### src/rtl/load_buffer.sv
// In-order load buffer: compact queue of address-computed loads, one memory
// request outstanding at a time, results broadcast on the CDB.
package load_buffer_pkg;
  localparam int unsigned XLEN      = 32;
  localparam int unsigned ROB_TAG_W = 5;

  typedef struct packed {
    logic                 valid;
    logic                 speculative;
    logic [XLEN-1:0]      npc;
    logic [31:0]          inst;
    logic [XLEN-1:0]      address;
    logic [ROB_TAG_W-1:0] rd_tag;
    logic [2:0]           mem_size;
  } lb_packet_t;

  typedef struct packed {
    logic                 valid;
    logic                 speculative;
    logic [XLEN-1:0]      npc;
    logic [31:0]          inst;
    logic [XLEN-1:0]      value;
    logic [ROB_TAG_W-1:0] rob_tag;
  } ex_wr_packet_t;
endpackage

module load_buffer
  import load_buffer_pkg::*;
#(
  parameter int unsigned LB_DEPTH = 4
) (
  input  logic            clk,
  input  logic            rst_n,
  input  lb_packet_t      lb_packet_i,
  input  logic            kill_i,
  input  logic            resolve_i,
  output logic            lb_full_o,
  output logic            mem_req_valid_o,
  output logic [XLEN-1:0] mem_req_addr_o,
  input  logic            mem_req_ack_i,
  input  logic            mem_resp_valid_i,
  input  logic [XLEN-1:0] mem_resp_data_i,
  output ex_wr_packet_t   load_result_o,
  input  logic            cdb_grant_i
);

  localparam int unsigned CNT_W = $clog2(LB_DEPTH + 1);
  localparam int unsigned IDX_W = (LB_DEPTH > 1) ? $clog2(LB_DEPTH) : 1;

  typedef enum logic [2:0] {S_IDLE, S_REQ, S_WAIT, S_BCAST, S_DRAIN} state_e;

  state_e          state_q, state_d;
  lb_packet_t      entries_q [LB_DEPTH];
  lb_packet_t      entries_d [LB_DEPTH];
  logic [CNT_W-1:0] count_q, count_d;
  logic [XLEN-1:0] value_q, value_d;

  logic             kill_head;
  logic             enq, deq;
  logic [CNT_W-1:0] nonspec_cnt;

  // Select and extend the addressed byte/half out of an aligned word.
  function automatic logic [XLEN-1:0] extract(input logic [2:0] f3,
                                              input logic [1:0] off,
                                              input logic [XLEN-1:0] w);
    logic [7:0]  b;
    logic [15:0] h;
    b = w[{off, 3'b000} +: 8];
    h = off[1] ? w[31:16] : w[15:0];
    case (f3)
      3'b000:  extract = {{24{b[7]}}, b};
      3'b001:  extract = {{16{h[15]}}, h};
      3'b010:  extract = w;
      3'b100:  extract = {24'h0, b};
      3'b101:  extract = {16'h0, h};
      default: extract = 32'hfacebeec;
    endcase
  endfunction

  assign lb_full_o = (count_q == CNT_W'(LB_DEPTH));
  assign kill_head = kill_i && entries_q[0].valid && entries_q[0].speculative;
  assign deq       = (state_q == S_BCAST) && cdb_grant_i && !kill_head;
  assign enq       = lb_packet_i.valid && !lb_full_o && !(kill_i && lb_packet_i.speculative);

  // Queue update order: squash/resolve, then shift out head, then append at tail.
  always_comb begin
    entries_d   = entries_q;
    count_d     = count_q;
    nonspec_cnt = '0;
    for (int unsigned i = 0; i < LB_DEPTH; i++) begin
      if (entries_q[IDX_W'(i)].valid && !entries_q[IDX_W'(i)].speculative) begin
        nonspec_cnt = nonspec_cnt + CNT_W'(1);
      end
    end
    if (kill_i) begin
      for (int unsigned i = 0; i < LB_DEPTH; i++) begin
        if (entries_d[IDX_W'(i)].speculative) entries_d[IDX_W'(i)] = '0;
      end
      count_d = nonspec_cnt;
    end else if (resolve_i) begin
      for (int unsigned i = 0; i < LB_DEPTH; i++) begin
        entries_d[IDX_W'(i)].speculative = 1'b0;
      end
    end
    if (deq) begin
      for (int unsigned i = 0; i + 1 < LB_DEPTH; i++) begin
        entries_d[IDX_W'(i)] = entries_d[IDX_W'(i + 1)];
      end
      entries_d[IDX_W'(LB_DEPTH - 1)] = '0;
      count_d = count_d - CNT_W'(1);
    end
    if (enq) begin
      entries_d[IDX_W'(count_d)] = lb_packet_i;
      count_d = count_d + CNT_W'(1);
    end
  end

  // Issue FSM for the head entry.
  always_comb begin
    state_d = state_q;
    value_d = value_q;
    case (state_q)
      S_IDLE:  if (count_q != '0 && !kill_head) state_d = S_REQ;
      S_REQ: begin
        // A request accepted in the same cycle it is squashed still owes a response.
        if (kill_head)          state_d = mem_req_ack_i ? S_DRAIN : S_IDLE;
        else if (mem_req_ack_i) state_d = S_WAIT;
      end
      S_WAIT: begin
        if (kill_head) begin
          state_d = mem_resp_valid_i ? S_IDLE : S_DRAIN;
        end else if (mem_resp_valid_i) begin
          state_d = S_BCAST;
          value_d = extract(entries_q[0].mem_size, entries_q[0].address[1:0], mem_resp_data_i);
        end
      end
      S_BCAST: if (kill_head || cdb_grant_i) state_d = S_IDLE;
      S_DRAIN: if (mem_resp_valid_i) state_d = S_IDLE;
      default: state_d = S_IDLE;
    endcase
  end

  always_ff @(posedge clk or negedge rst_n) begin
    if (!rst_n) begin
      state_q   <= S_IDLE;
      count_q   <= '0;
      value_q   <= '0;
      entries_q <= '{default: '0};
    end else begin
      state_q   <= state_d;
      count_q   <= count_d;
      value_q   <= value_d;
      entries_q <= entries_d;
    end
  end

  assign mem_req_valid_o = (state_q == S_REQ);
  assign mem_req_addr_o  = (state_q == S_REQ) ? {entries_q[0].address[XLEN-1:2], 2'b00} : '0;

  always_comb begin
    load_result_o = '0;
    if (state_q == S_BCAST && !kill_head) begin
      load_result_o.valid       = 1'b1;
      load_result_o.speculative = resolve_i ? 1'b0 : entries_q[0].speculative;
      load_result_o.npc         = entries_q[0].npc;
      load_result_o.inst        = entries_q[0].inst;
      load_result_o.value       = value_q;
      load_result_o.rob_tag     = entries_q[0].rd_tag;
    end
  end

  // Upstream must never present a load while the buffer is full.
  a_no_enq_when_full: assert property (@(posedge clk) disable iff (!rst_n)
    !(lb_packet_i.valid && lb_full_o));

endmodule

### config.mk
export PLATFORM = sky130hd
export DESIGN_NAME = load_buffer
export DESIGN_NICKNAME = d
export VERILOG_FILES = /design/src/rtl/load_buffer.sv
export SDC_FILE = /design/constraint.sdc
export NUM_CORES = 1
export LEC_CHECK = 0
export ABC_AREA = 1
export BUFFER_PORTS_ARGS = -buffer_cell sky130_fd_sc_hd__clkbuf_2
export CAP_MARGIN = 20
export CORE_MARGIN = 2
export CORE_UTILIZATION = 45
export DETAILED_ROUTE_END_ITERATION = 8
export PLACE_DENSITY_LB_ADDON = 0.12
export SLEW_MARGIN = 10
export SYNTH_ARGS = -nofsm -noshare
export SYNTH_HDL_FRONTEND = slang
export SYNTH_SLANG_ARGS = --single-unit
### constraint.sdc
create_clock -name clk -period 4.66 [get_ports clk]
set_input_delay 0.466 -clock clk [delete_from_list [all_inputs] [get_ports clk]]
set_output_delay 0.466 -clock clk [all_outputs]
set_load 0.01 [all_outputs]
**Word level (Yosys, flattened, before mapping)**

Cells that the tools add are included.

- Add/sub/neg operators: 5
- Magnitude comparators: 2
- Reductions and logical operators: 27
- Bitwise logic cells: 2
- Mux-type cells: 43
- Shift-type cells: 1
- Equality and inequality tests: 14

Operator list:

| cell | number |
|---|---|
| $mux 424 | 2 |
| $mux 106 | 5 |
| $bwmux 424 | 1 |
| $mux 105 | 3 |
| $demux 106 s2 | 1 |
| $pmux 32 s5 | 1 |
| $mux 104 | 1 |
| $mux 103 | 1 |
| $mux 3 | 15 |
| $mux 32 | 1 |
| $shiftx 32x6->8 | 1 |
| $mux 16 | 1 |
| $pmux 3 s5 | 1 |
| $logic_and 1x1->1 | 14 |
| $add 3x1->3 const B | 4 |
| $eq 3x3->1 const B | 4 |
| $mux 1 | 10 |
| $eq 3x2->1 const B | 3 |
| $logic_not 1->1 | 7 |
| $eq 3x1->1 const B | 2 |
| $logic_not 3->1 | 2 |
| $reduce_and 5->1 | 1 |
| $ne 2x2->1 const B | 2 |
| $ge 3x3->1 const B | 1 |
| other kinds (10) | 10 |

- Register bits after elaboration: 462
- Input port bits: 145
- Word-level logic and storage cells: 125

**Longest topological paths before layout**

- Depth after elaboration: 19
- Depth in mapped cells: 22

**Worst setup path before layout**

No wires, ideal clock.

- Path kind: reg-to-reg
- From: reg entries_q[316] (netlist bit)
- To: reg entries_q[384] (netlist bit)
- Arrival: 2.570 ns
- Data required time: 4.543 ns
- Stages on the path, launching flop included: 21
- Setup slack: 1.973 ns
- Setup time: 0.117 ns
- Buffers on the path: 2
- Cell sequence: dfrtp_1 -> nor2_1 -> inv_1 -> ha_1 -> inv_1 -> nand3_1 -> nand2_1 -> ha_1 -> nand3b_1 -> nand2_1 -> inv_1 -> nand2_1 -> nand2_1 -> inv_1 -> nand2_1 -> nand3_4 -> nand3_2 -> buf_4 -> buf_2 -> nand2_1 -> nand2_1

RTL lines:

| element | RTL line | text |
|---|---|---|
| start, declared | 53 | `lb_packet_t entries_q [LB_DEPTH];` |
| start signal, assigned | 153 | `entries_q <= entries_d;` |

==> reports/qor.csv <==
metric,value,unit
area_growth_syn_to_layout,13.2,%
ir_drop,0.770,mV
critPathBufInv,4,
grt_remaining_overflow,0,
syn-instance-count,3384,
wl,78200,µm
die_w,239,µm
met1_length,35500,µm
core,0.0549,mm²
setup_violations,0,
cts_buffer_depth,3,
drc,0,
rsz0062_at_grt,false,
required,5180,ps
cpMostUsedCell,nand3_1,
post-place-ws,900,ps
antenna_found_initial,3,
h-tree-depth,2,
slowest_stage,buf_4,
cts_resized,0,
layout-drive-gt1-share,12.1,%
wl_met2,35900,µm
synth_area_per_cell,7.37,µm²
min_path_type,input pin to flop,
grt_pass1_wl,125000,µm
post_cts_buffers,0,
via_per_inst,5.73,
initial_core_util,45.4,%
crit_chain,"nor2_1, inv_1, ha_1, inv_1, nand3_1, nand3_1, nand3_1, nand3_1, nand2_2, nor2_4, buf_4, buf_4, nand4_1, nand2_1",
dpl.hpwl,44800,µm
yosys_warnings,0,
layout_setup_ws,802,ps
port_buffers,279,
ys.flop_type,dfrtp_1,
multi_input_area,0.0110,mm²
crit_family,buffers and inverters,
wl_met3,4870,µm
finalCritPeriodShare,82.8,%
top_layer_used,met5,
status,"complete, no violations",
cts_tree,yes,
die_area,0.0573,mm²
critical-path-max-stage-delay,730,ps
crit_arrival,4380,ps
setup_tns,0,ps
clkTransAtPathRegs,60,ps
die_y,239,µm
cts_sinks,462,
synth_edf_count,0,
grt_max_degree,260,
post_drt_wl_per_cell,18.7,µm
crit_type,flop to flop,
synth_area,0.0249,mm²
critPathLaunchType,flop,
p_leak,0.0142,µW
cp_max_fo,54,
n_fill_cell,5342,
grt_util_all_layers,27.1,%
vias,24035,
nets,3595,
ctsHoldBuffers,1,
post-route-min-period,3860,ps
endpoint_kind,flop,
maxSlewHeadroom,28.2,%
grt_pass1_vias,22458,
yosysSeqAreaShare,46.4,%
hold_viol_final,0,
clk-insertion-delay-late,610,ps
final.setup_skew,24.7,ps
synth-seq-cells,462,
total_power,18300,µW
gp_congestion,0.900,
cts_root_buf,clkbuf_16,
slew_viol_final,0,
numCtsBuffers,53,
tightest_slew,1080,ps
ys_async_sr_fraction,100,%
max_freq,259,MHz
core.rowCount,86,
seqCellArea,0.0116,mm²
drtIter0Drc,2331,
maxCapViolCount,0,
drtPass1Iterations,6,
pin_count,282,
power.density,647,mW/mm²
antenna_left,0,
yosysUniqueCellTypes,35,
## logic make-up after synthesis
| group | Yosys count | share of synthesized area [%] |
|---|---|---|
| AO/OA/AOI/OAI | 629 | 12.9 |
| XOR/XNOR | 2 | 0.0703 |
| adder cells (fa/ha/maj) | 5 | 0.251 |
| buffers and inverters | 610 | 9.82 |
| flip-flops | 462 | 46.4 |
| other | 1 | 0.0150 |
| AND/OR/NAND/NOR | 1675 | 30.5 |
## per-stage QoR
step	hold slack, ps	cell area [µm²]	instances	utilization, %
detailed placement	493	26400	4093	48.2
floorplan	170	24900	3385	-
CTS	95.9	28200	4190	51.4
finish	132	28200	4192	51.4
global placement	487	26400	4093	48.2
global route	122	28200	4192	51.4
## state kept, by name (all words and copies together), names as in the netlist
| name | cells |
|---|---|
| entries_q | 424 |
| value_q | 32 |
| count_q | 3 |
| state_q | 3 |
## cells in the mapped netlist (2+ instances only)
cell | number | area share (%)
buf_6 | 4 | 0.18
or2_2 | 2 | 0.050
nand2_2 | 3 | 0.075
ha_1 | 5 | 0.25
nand3b_1 | 2 | 0.060
nand3_1 | 351 | 7.0
clkbuf_1 | 188 | 2.8
o21ai_0 | 535 | 11
nand3_2 | 3 | 0.12
nor2_1 | 165 | 2.5
nand4_1 | 315 | 7.9
o21ai_1 | 37 | 0.74
nor3_1 | 9 | 0.18
a31oi_1 | 2 | 0.050
buf_4 | 5 | 0.15
nor2_4 | 3 | 0.14
buf_2 | 88 | 1.8
nand2_1 | 819 | 12
o22ai_1 | 5 | 0.13
a41oi_1 | 4 | 0.14
a22oi_1 | 10 | 0.30
buf_1 | 32 | 0.48
xor2_1 | 2 | 0.070
o211ai_1 | 4 | 0.12
inv_1 | 292 | 4.4
dfrtp_1 | 462 | 46
a32oi_1 | 2 | 0.070
a21oi_1 | 28 | 0.56
## worst reg2reg max path, cell delays in order, from the launching register on
cell and delay (ps):
dfrtp_1 450, nor2_1 220, inv_1 100, ha_1 330, inv_1 80, nand3_1 110, nand3_1 110, nand3_1 220
nand3_1 220, nand2_2 100, nor2_4 120, buf_4 620, buf_4 750, nand4_1 230, nand2_1 120
## final timing paths
kind / start / cells after the start / to / slack [ps]
setup / recovery: entries_q[316] / 14 / entries_q[315] / 800
hold / removal: lb_packet_i[49] / 3 / entries_q[367] / 130
setup reg to reg: entries_q[316] / 14 / entries_q[315] / 800
hold reg to reg: value_q[10] / 2 / value_q[10] / 510
max in group asynchronous: rst_n / 3 / entries_q[306] / 3050
min in group asynchronous: rst_n / 2 / value_q[25] / 500
## power breakdown
group / switching, µW / total (µW) / internal [µW]
sequential: 797 / 6440 / 5640
clock: 1720 / 4270 / 2550
combinational: 5160 / 7540 / 2380
total: 7680 / 18300 / 10600
## layout by cell type, fill, tap and decap left out, types with 4 or more instances in the layout
cell type  instances
nand2_1          814
o21ai_0          535
dfrtp_1          462
nand3_1          351
nand4_1          315
inv_1            291
clkbuf_2         278
nor2_1           165
clkbuf_16         55
o21ai_1           37
buf_4             29
a21oi_1           28
clkbuf_1          17
buf_12            13
clkbuf_8          11
a22oi_1           10
clkinv_2           9
nor3_1             8
nand2_4            5
o22ai_1            5
ha_1               5
o211ai_1           4
a41oi_1            4
bufinv_16          4
## cell type report
| cell class | instances | share of cell area (%) |
|---|---|---|
| well taps | 704 | 3.12 |
| diodes | 2 | 0.0177 |
| inverters | 293 | 3.92 |
| clock buffers | 83 | 5.64 |
| flip-flops and latches | 462 | 41.0 |
| repair buffers | 322 | 6.71 |
| clock inverters | 13 | 0.599 |
| multi-input cells | 2313 | 39.0 |
## routing by layer
metal	up-vias	global-route usage (%)
met4	2	8.13
met1	11615	38.5
met2	818	42.9
met5	-	0
met3	124	4.10
li1	11476	-
(Power assumes the default switching activity.)
